File: src/rtl/lsu_pkg.sv
// Shared types and size constants for the byte-serial load/store sequencer.
package lsu_pkg;

  localparam int unsigned DATA_W = 16;
  localparam int unsigned BYTE_W = 8;

  localparam logic SIZE_BYTE = 1'b0;
  localparam logic SIZE_HALF = 1'b1;

  typedef enum logic [1:0] {
    IDLE = 2'd0,
    ACC0 = 2'd1,
    ACC1 = 2'd2,
    DONE = 2'd3
  } lsu_state_e;

endpackage

File: src/rtl/load_ext.sv
// Combinational load result formatting: halfword merge, byte zero/sign extension.
module load_ext
  import lsu_pkg::*;
(
  input  logic              half_i,
  input  logic              signed_i,
  input  logic [BYTE_W-1:0] lo_i,
  input  logic [BYTE_W-1:0] hi_i,
  output logic [DATA_W-1:0] data_o
);

  always_comb begin
    data_o = {BYTE_W'(0), lo_i};
    if (half_i == SIZE_HALF) begin
      data_o = {hi_i, lo_i};
    end else if (signed_i) begin
      data_o = {{BYTE_W{lo_i[BYTE_W-1]}}, lo_i};
    end
  end

endmodule

File: src/rtl/load_store_seq.sv
// Sequences 8/16-bit core loads/stores onto an 8-bit little-endian data memory.
// Optional LSU_MISALIGN_TRAP_EN rejects odd-address halfwords with resp_err.
module load_store_seq
  import lsu_pkg::*;
#(
  parameter int unsigned ADDR_W = 11
) (
  input  logic              clk,
  input  logic              rst_n,
  input  logic              req_valid,
  output logic              req_ready,
  input  logic              req_write,
  input  logic              req_half,
  input  logic              req_signed,
  input  logic [15:0]       req_addr,
  input  logic [15:0]       req_wdata,
  output logic              resp_valid,
  output logic [15:0]       resp_rdata,
  output logic              resp_err,
  output logic              mem_we,
  output logic [ADDR_W-1:0] mem_addr,
  output logic [7:0]        mem_wdata,
  input  logic [7:0]        mem_rdata
);

  lsu_state_e        state_q, state_d;
  logic              write_q, write_d;
  logic              half_q, half_d;
  logic              signed_q, signed_d;
  logic [ADDR_W-1:0] addr_q, addr_d;
  logic [15:0]       wdata_q, wdata_d;
  logic [7:0]        lo_q, lo_d;
  logic              ready_q, ready_d;
  logic              resp_valid_q, resp_valid_d;
  logic [15:0]       resp_rdata_q, resp_rdata_d;
  logic              resp_err_q, resp_err_d;
  logic              mem_we_q, mem_we_d;
  logic [ADDR_W-1:0] mem_addr_q, mem_addr_d;
  logic [7:0]        mem_wdata_q, mem_wdata_d;
  logic              trap_c;
  logic [7:0]        ext_lo_c;
  logic [15:0]       ext_data_c;
  logic              unused_addr_c;

  assign unused_addr_c = ^req_addr[15:ADDR_W];

  // In ACC0 the low byte is still on the memory read port, not yet in lo_q.
  assign ext_lo_c = (state_q == ACC0) ? mem_rdata : lo_q;

  load_ext u_load_ext (
    .half_i   (half_q),
    .signed_i (signed_q),
    .lo_i     (ext_lo_c),
    .hi_i     (mem_rdata),
    .data_o   (ext_data_c)
  );

  always_comb begin
    state_d      = state_q;
    write_d      = write_q;
    half_d       = half_q;
    signed_d     = signed_q;
    addr_d       = addr_q;
    wdata_d      = wdata_q;
    lo_d         = lo_q;
    resp_rdata_d = resp_rdata_q;
    resp_err_d   = resp_err_q;
    mem_addr_d   = '0;
    mem_wdata_d  = '0;
    trap_c       = 1'b0;

    case (state_q)
      IDLE: begin
        if (req_valid) begin
          write_d  = req_write;
          half_d   = req_half;
          signed_d = req_signed;
          addr_d   = req_addr[ADDR_W-1:0];
          wdata_d  = req_wdata;
          state_d  = ACC0;
`ifdef LSU_MISALIGN_TRAP_EN
          if (req_half == SIZE_HALF && req_addr[0]) begin
            trap_c  = 1'b1;
            state_d = DONE;
          end
`endif
        end
      end
      ACC0: begin
        lo_d    = mem_rdata;
        state_d = (half_q == SIZE_HALF) ? ACC1 : DONE;
      end
      ACC1:    state_d = DONE;
      default: state_d = IDLE;
    endcase

    // Memory-side outputs are registered from the state being entered.
    case (state_d)
      ACC0: begin
        mem_addr_d  = addr_d;
        mem_wdata_d = wdata_d[7:0];
      end
      ACC1: begin
        mem_addr_d  = addr_d + ADDR_W'(1);
        mem_wdata_d = wdata_d[15:8];
      end
      default: ;
    endcase

    mem_we_d     = write_d && (state_d == ACC0 || state_d == ACC1);
    ready_d      = (state_d == IDLE);
    resp_valid_d = (state_d == DONE);

    if (trap_c) begin
      resp_rdata_d = '0;
      resp_err_d   = 1'b1;
    end else if (state_d == DONE) begin
      resp_rdata_d = write_q ? 16'h0000 : ext_data_c;
      resp_err_d   = 1'b0;
    end
  end

  always_ff @(posedge clk) begin
    if (!rst_n) begin
      state_q      <= IDLE;
      write_q      <= 1'b0;
      half_q       <= 1'b0;
      signed_q     <= 1'b0;
      addr_q       <= '0;
      wdata_q      <= '0;
      lo_q         <= '0;
      ready_q      <= 1'b1;
      resp_valid_q <= 1'b0;
      resp_rdata_q <= '0;
      resp_err_q   <= 1'b0;
      mem_we_q     <= 1'b0;
      mem_addr_q   <= '0;
      mem_wdata_q  <= '0;
    end else begin
      state_q      <= state_d;
      write_q      <= write_d;
      half_q       <= half_d;
      signed_q     <= signed_d;
      addr_q       <= addr_d;
      wdata_q      <= wdata_d;
      lo_q         <= lo_d;
      ready_q      <= ready_d;
      resp_valid_q <= resp_valid_d;
      resp_rdata_q <= resp_rdata_d;
      resp_err_q   <= resp_err_d;
      mem_we_q     <= mem_we_d;
      mem_addr_q   <= mem_addr_d;
      mem_wdata_q  <= mem_wdata_d;
    end
  end

  // Reset must suppress a strobe already launched for the edge it lands on.
  assign mem_we     = mem_we_q && rst_n;
  assign req_ready  = ready_q;
  assign resp_valid = resp_valid_q;
  assign resp_rdata = resp_rdata_q;
  assign resp_err   = resp_err_q;
  assign mem_addr   = mem_addr_q;
  assign mem_wdata  = mem_wdata_q;

endmodule

File: config.mk
export PLATFORM = sky130hd
export DESIGN_NAME = load_store_seq
export DESIGN_NICKNAME = d
export VERILOG_FILES = /design/src/rtl/lsu_pkg.sv /design/src/rtl/load_ext.sv /design/src/rtl/load_store_seq.sv
export SDC_FILE = /design/constraint.sdc
export NUM_CORES = 1
export LEC_CHECK = 0
export CORE_MARGIN = 2
export CORE_UTILIZATION = 45
export DETAILED_ROUTE_END_ITERATION = 6
export DONT_BUFFER_PORTS = 1
export GPL_TIMING_DRIVEN = 0
export PLACE_DENSITY = 0.62
export SYNTH_ARGS = -nofsm -noshare
export SYNTH_HDL_FRONTEND = slang
export SYNTH_SLANG_ARGS = --single-unit
File: constraint.sdc
create_clock -name clk -period 2.3 [get_ports clk]
set_clock_uncertainty 0.15 [all_clocks]
set_input_delay 0.23 -clock clk [delete_from_list [all_inputs] [get_ports clk]]
set_output_delay 0.23 -clock clk [all_outputs]
set_load 0.01 [all_outputs]
# Word-level counts from Yosys, hierarchy flattened
# Cells that the tools add are included.
[classes]
add_sub_neg = 1
multipliers = 0
div = 0
n_lt_le_gt_ge = 0
eq_ne = 5
n_shift = 0
muxes = 15
bitwise = 0
n_reduce_logical = 6
[ops]
columns = ["op", "count"]
rows = [
  ["2-to-1 mux 16 bit", 5],
  ["2-to-1 mux 11 bit", 2],
  ["one-hot mux 11 bit (2 select lines)", 1],
  ["one-hot mux 8 bit (2 select lines)", 1],
  ["adder 11 x 1 -> 11 bit, second input constant", 1],
  ["2-to-1 mux 8 bit", 1],
  ["equality test 2 bit, second input constant", 3],
  ["one-hot mux 2 bit (3 select lines)", 1],
  ["equality test 2 x 1 -> 1 bit, second input constant", 2],
  ["zero test 2 bit", 2],
  ["2-to-1 mux 1 bit", 3],
  ["logical AND 1 bit", 2],
  ["2-to-1 mux 2 bit", 1],
  ["AND reduction 2 bit", 1],
  ["logical OR 1 bit", 1],
]
[totals]
ff_bits = 78
latchBits = 0
ramBits = 0
mem_bits_ro = 0
in_bits = 46
out_inout_bits = 39
n_memories = 0

# Depth between registers and ports, before layout
[depth]
depth_word = 5
ltp_mapped = 14
ltp_nobuf = 10

# Hierarchy
# Synthesis repeated with hierarchy kept, for this count alone.
[unflattened]
cells_unflattened = 391
hier_area_um2 = 3482.1
[modules_own_cells]
columns = ["module", "instances", "cells_each", "area_per_inst_um2"]
rows = [
  ["load_store_seq", 1, 365, 3330.7],
  ["load_ext", 1, 26, 151.4],
]

# Least setup slack after synthesis
# No wires, ideal clock.
[synth_path]
path_kind = "reg2reg"
start = "register state_q[1]"
end = "register resp_rdata_q[10] (netlist: resp_rdata[10])"
t_arrival_ps = 2363
required_time_ps = 2089
slack_ps = -274
path_stages_with_launch = 11
n_path_buf = 2
cell_sequence = "dfxtp_1 -> inv_1 -> ha_1 -> buf_2 -> a21oi_1 -> a21oi_1 -> ha_1 -> clkbuf_1 -> inv_1 -> nor4_2 -> a22o_1"
[synth_lines]
columns = ["item", "line_no", "source"]
rows = [
  ["from (decl)", "load_store_seq.sv:26", "lsu_state_e state_q, state_d;"],
  ["from (signal assigned)", "load_store_seq.sv:140", "state_q <= state_d;"],
  ["equality test 2 bit, or another cell as far along", "load_store_seq.sv:72", "case (state_q)"],
  ["one-hot mux 2 bit (3 select lines) *", "load_store_seq.sv:72", ""],
  ["named net state_d[0]", "load_store_seq.sv:26", ""],
  ["equality test 2 bit *", "-", ""],
  ["named net resp_valid_d", "load_store_seq.sv:34", "logic resp_valid_q, resp_valid_d;"],
  ["to (signal assigned)", "load_store_seq.sv:149", "resp_rdata_q <= resp_rdata_d;"],
  ["to (decl)", "load_store_seq.sv:35", "logic [15:0] resp_rdata_q, resp_rdata_d;"],
]
# Mark *: on every way through the listed nets, which the timed path passes. The rest lies on a longest branch.
# A chain may end at the register's enable or synchronous reset.

# Final worst setup path
[layout_path]
start = "register state_q[1]"
end = "register mem_addr_q[1] (netlist: mem_addr[1])"
[layout_between]
elab_chain_cells = 4
[layout_lines]
columns = ["item", "line_no", "source"]
rows = [
  ["equality test 2 bit, or another cell as far along", "load_store_seq.sv:72", ""],
  ["one-hot mux 2 bit (3 select lines) *", "load_store_seq.sv:72", ""],
  ["named net state_d[0]", "load_store_seq.sv:26", ""],
  ["equality test 2 bit / equality test 2 x 1 -> 1 bit (equally long branches)", "load_store_seq.sv:98", "case (state_d)"],
  ["one-hot mux 11 bit (2 select lines) *", "load_store_seq.sv:98", ""],
  ["to (signal assigned)", "load_store_seq.sv:152", "mem_addr_q <= mem_addr_d;"],
  ["to (decl)", "load_store_seq.sv:38", "logic [ADDR_W-1:0] mem_addr_q, mem_addr_d;"],
]
# Marks and branches as above.

==> qor.csv <==
metric,value,unit
reg2reg_from,state_q[1]$_SDFF_PN0_,
grt.overflow.total,0,
netlist_area,3194,sq um
finalHoldViolCount,0,
rsz0062_at_grt,true,
post_drt_wl_per_cell,14.54,um
cp_top_family,buffers and inverters,
power.density,1314,nW/um^2
detailed_place_hpwl,5057,um
fin_ws,0.04367,ns
slew_violations,0,
crit_arrival,2.32,ns
crit_path_end_kind,register,
fin_crit_sh,98.10,%
drtPass1Iterations,4,
root_buffer,clkbuf_8,
grt_pass1_wl,11930,um
r2r_end,mem_addr[1]$_SDFF_PN0_,
io_buffers,0,
cp_max_fo,10,
worst_slew_pin_slew,0.5381,ns
h-tree-depth,3,
fmax,443.2,MHz
core-area,6832,sq um
grt_use_met1,27.41,%
cts_made_buffers,9,
netlist.area_leader.share,48.88,%
hold_ws,0.01936,ns
start_kind,register,
cp_slowest_cell,dfxtp_2,
async_flop_share,0,%
use_met2,30.08,%
totalWireLength,7487,um
ys_types,40,
r2r_slack,0.04,ns
r2r_cells,11,
relSlewSlack,64.13,%
routabilityCongestion,0.8334,
use_met3,6.343,%
start_util,46.76,%
rows,30,
clock_sinks,78,
area_delta_synth_final,26.99,%
power,5.328,mW
critical-path-max-stage-delay,0.37,ns
grt_use_total,20.07,%
synth_nets,417,
drt_iter0_markers,98,
syn_inst,360,
hold_start,req_addr[5],
yosysTopAreaCell,dfxtp_1,
vias_per_cell,5.064,
cts.path.max_buffers,2,
crit_type,register to register,
synth-edff-count,0,
die_w,88.25,um
post-place-ws,-0.2680,ns
instances_no_fill,515,
grt_busiest_layer,met2,
die_area,7788,sq um
maxCapViolCount,0,
min_period,2.256,ns
setup_viol,0,
antennaDiodeCount,0,
dp.cells,456,
ys_warn_count,0,
hold_path.class,input pin to register,
synth-seq-cells,78,
min_delay_worst_endpoint,addr_q[5]$_SDFF_PN0_,
cts.clk_slew.worst_paths,0.08,ns
chipHeight,88.25,um
vias,2608,
status,"finished, final reports clean",
syn_avg_cell_area,8.873,sq um
synthTopCellsByArea,"dfxtp_1 49%, nand2_1 8.9%, mux2i_1 5.6%, ha_1 4.3%, nor2_1 4.2%",
ir_drop,0.6005,mV
worst-path-buf-inv,5,
insertion_delay,0.35,ns
fin_nets,471,
antenna_found_initial,0,
grt_max_degree,16,
n_fill_cell,638,
drive_above_1_share,14.80,%
drc_errors,0,
cp_cell_sequence,inv_4 -> ha_4 -> buf_6 -> a21oi_1 -> a21oi_2 -> inv_2 -> ha_4 -> buf_4 -> buf_4 -> nand2_1 -> nor2_1,
synthFlopType,dfxtp_1,
cts_tree,yes,
critPathRequiredTime,2.36,ns
min_path_cells,2,
ys_seq_area_share,48.88,%
grt_pass1_vias,2453,
ios,85,
ant_nets,0,
p_leak,1.618,nW
-- layout by cell type (no fill, tap or decap), drive strengths merged, types with 8 or more instances in the layout --
master and instances:
dfxtp 78, nand2 76, nor2 36, dlygate4sd3 34, a21oi 24, buf 24, mux2i 18, clkbuf 17
ha 11, inv 11, nand2b 10, o21ai 10, a22oi 9, a22o 8
-- per-layer routing --
metal  part of all wire, %  vias up  routed length [um]
met5                     0        -                   0
met3                   6.9        8                 520
met1                    46     1183                3442
li1                      -     1336                   -
met4                   1.5        0                 116
met2                    46       81                3408
-- power by group --
group / total (mW) / switching (mW) / internal [mW]
clock network: 0.948 / 0.542 / 0.406
registers: 1.90 / 0.225 / 1.68
logic: 2.48 / 1.39 / 1.09
-- worst register-to-register path: stages, from the launching register on --
cell	delay, ns
dfxtp_2	0.37
inv_4	0.05
ha_4	0.15
buf_6	0.10
a21oi_1	0.17
a21oi_2	0.10
inv_2	0.11
ha_4	0.22
buf_4	0.13
buf_4	0.12
nand2_1	0.31
nor2_1	0.13
-- registers in the layout (all words and copies together), names as in the netlist, 2 cells and up --
register    cells
lo_q            8
addr_q         11
state_q         2
wdata_q        16
mem_wdata       8
mem_addr       11
resp_rdata     16
-- how the worst max path moves through the flow --
| stage | slack [ns] | end | cells past startpoint | start |
|---|---|---|---|---|
| 2_1_floorplan | 0.004 | mem_addr[10]$_SDFF_PN0_ | 13 | state_q[0]$_SDFF_PN0_ |
| 3_3_place_gp | -0.22 | mem_addr[6]$_SDFF_PN0_ | 14 | state_q[0]$_SDFF_PN0_ |
| 3_5_place_dp | -0.27 | resp_rdata[9]$_SDFFE_PN0P_ | 8 | half_q$_SDFFE_PN0P_ |
| 5_1_grt | -0.07 | mem_addr[9]$_SDFF_PN0_ | 12 | state_q[1]$_SDFF_PN0_ |
| 4_1_cts | 0.01 | mem_addr[9]$_SDFF_PN0_ | 12 | state_q[0]$_SDFF_PN0_ |
| 6_report | 0.04 | mem_addr[1]$_SDFF_PN0_ | 11 | state_q[1]$_SDFF_PN0_ |
-- cells by family (layout without fill, tap and decap cells) --
| kind of cell | after synthesis | after routing | synth area share (%) |
|---|---|---|---|
| XOR/XNOR | 3 | 3 | 0.8227 |
| flip-flops | 78 | 78 | 48.88 |
| other | 1 | 1 | 0.1174 |
| multiplexers | 19 | 19 | 5.993 |
| adder cells (fa/ha/maj) | 11 | 11 | 4.309 |
| AO/OA/AOI/OAI | 70 | 70 | 14.77 |
| buffers and inverters | 31 | 90 | 4.661 |
| AND/OR/NAND/NOR | 147 | 147 | 20.45 |
-- final cells by class --
cell class                      count  area, sq um  area share [%]
Multi-Input combinational cell    251         1578           38.90
Buffer                             18        130.1           3.208
Tap cell                           96        120.1           2.961
Timing Repair Buffer               48        445.4           10.98
Sequential cell                    78         1567           38.62
Inverter                            8        35.03          0.8637
Clock inverter                      7        57.56           1.419
Clock buffer                        9        123.9           3.054
-- cells in the mapped netlist (2+ instances only) --
library cell  number
nand4_1            6
a21boi_0           2
ha_1              11
o32ai_1            7
mux2i_1           18
buf_4              2
xnor2_1            2
and3_1             3
dfxtp_1           78
nand2_1           76
buf_2              2
or3_1              2
a22o_1             8
nand3_1            6
buf_6              3
buf_1              2
o22ai_1            5
inv_1              8
nand2b_1          10
a22oi_1            9
clkbuf_1          14
a21oi_1           24
and2_1             4
o21ai_1            2
nor2_1            36
o21ai_0            6
-- what timing repair did --
| item | in CTS | in global routing |
|---|---|---|
| gates resized for setup | 13 | 15 |
| endpoints found under the setup margin | 32 | 17 |
| endpoints found under the hold margin | 48 | 0 |
| setup buffers | 10 | 4 |
| pin swaps | 4 | 3 |
| hold buffers | 34 | 0 |
-- metrics by stage --
stage	cell area [sq um]	util [%]	TNS, ns
detailed placement	3366	49.27	-4.163
floorplan	3246	-	0
global route	4056	59.38	-0.1462
CTS	3996	58.50	0
global placement	3366	49.27	-3.161
finish	4056	59.38	0
No activity file was read; power rests on OpenSTA's default activity.
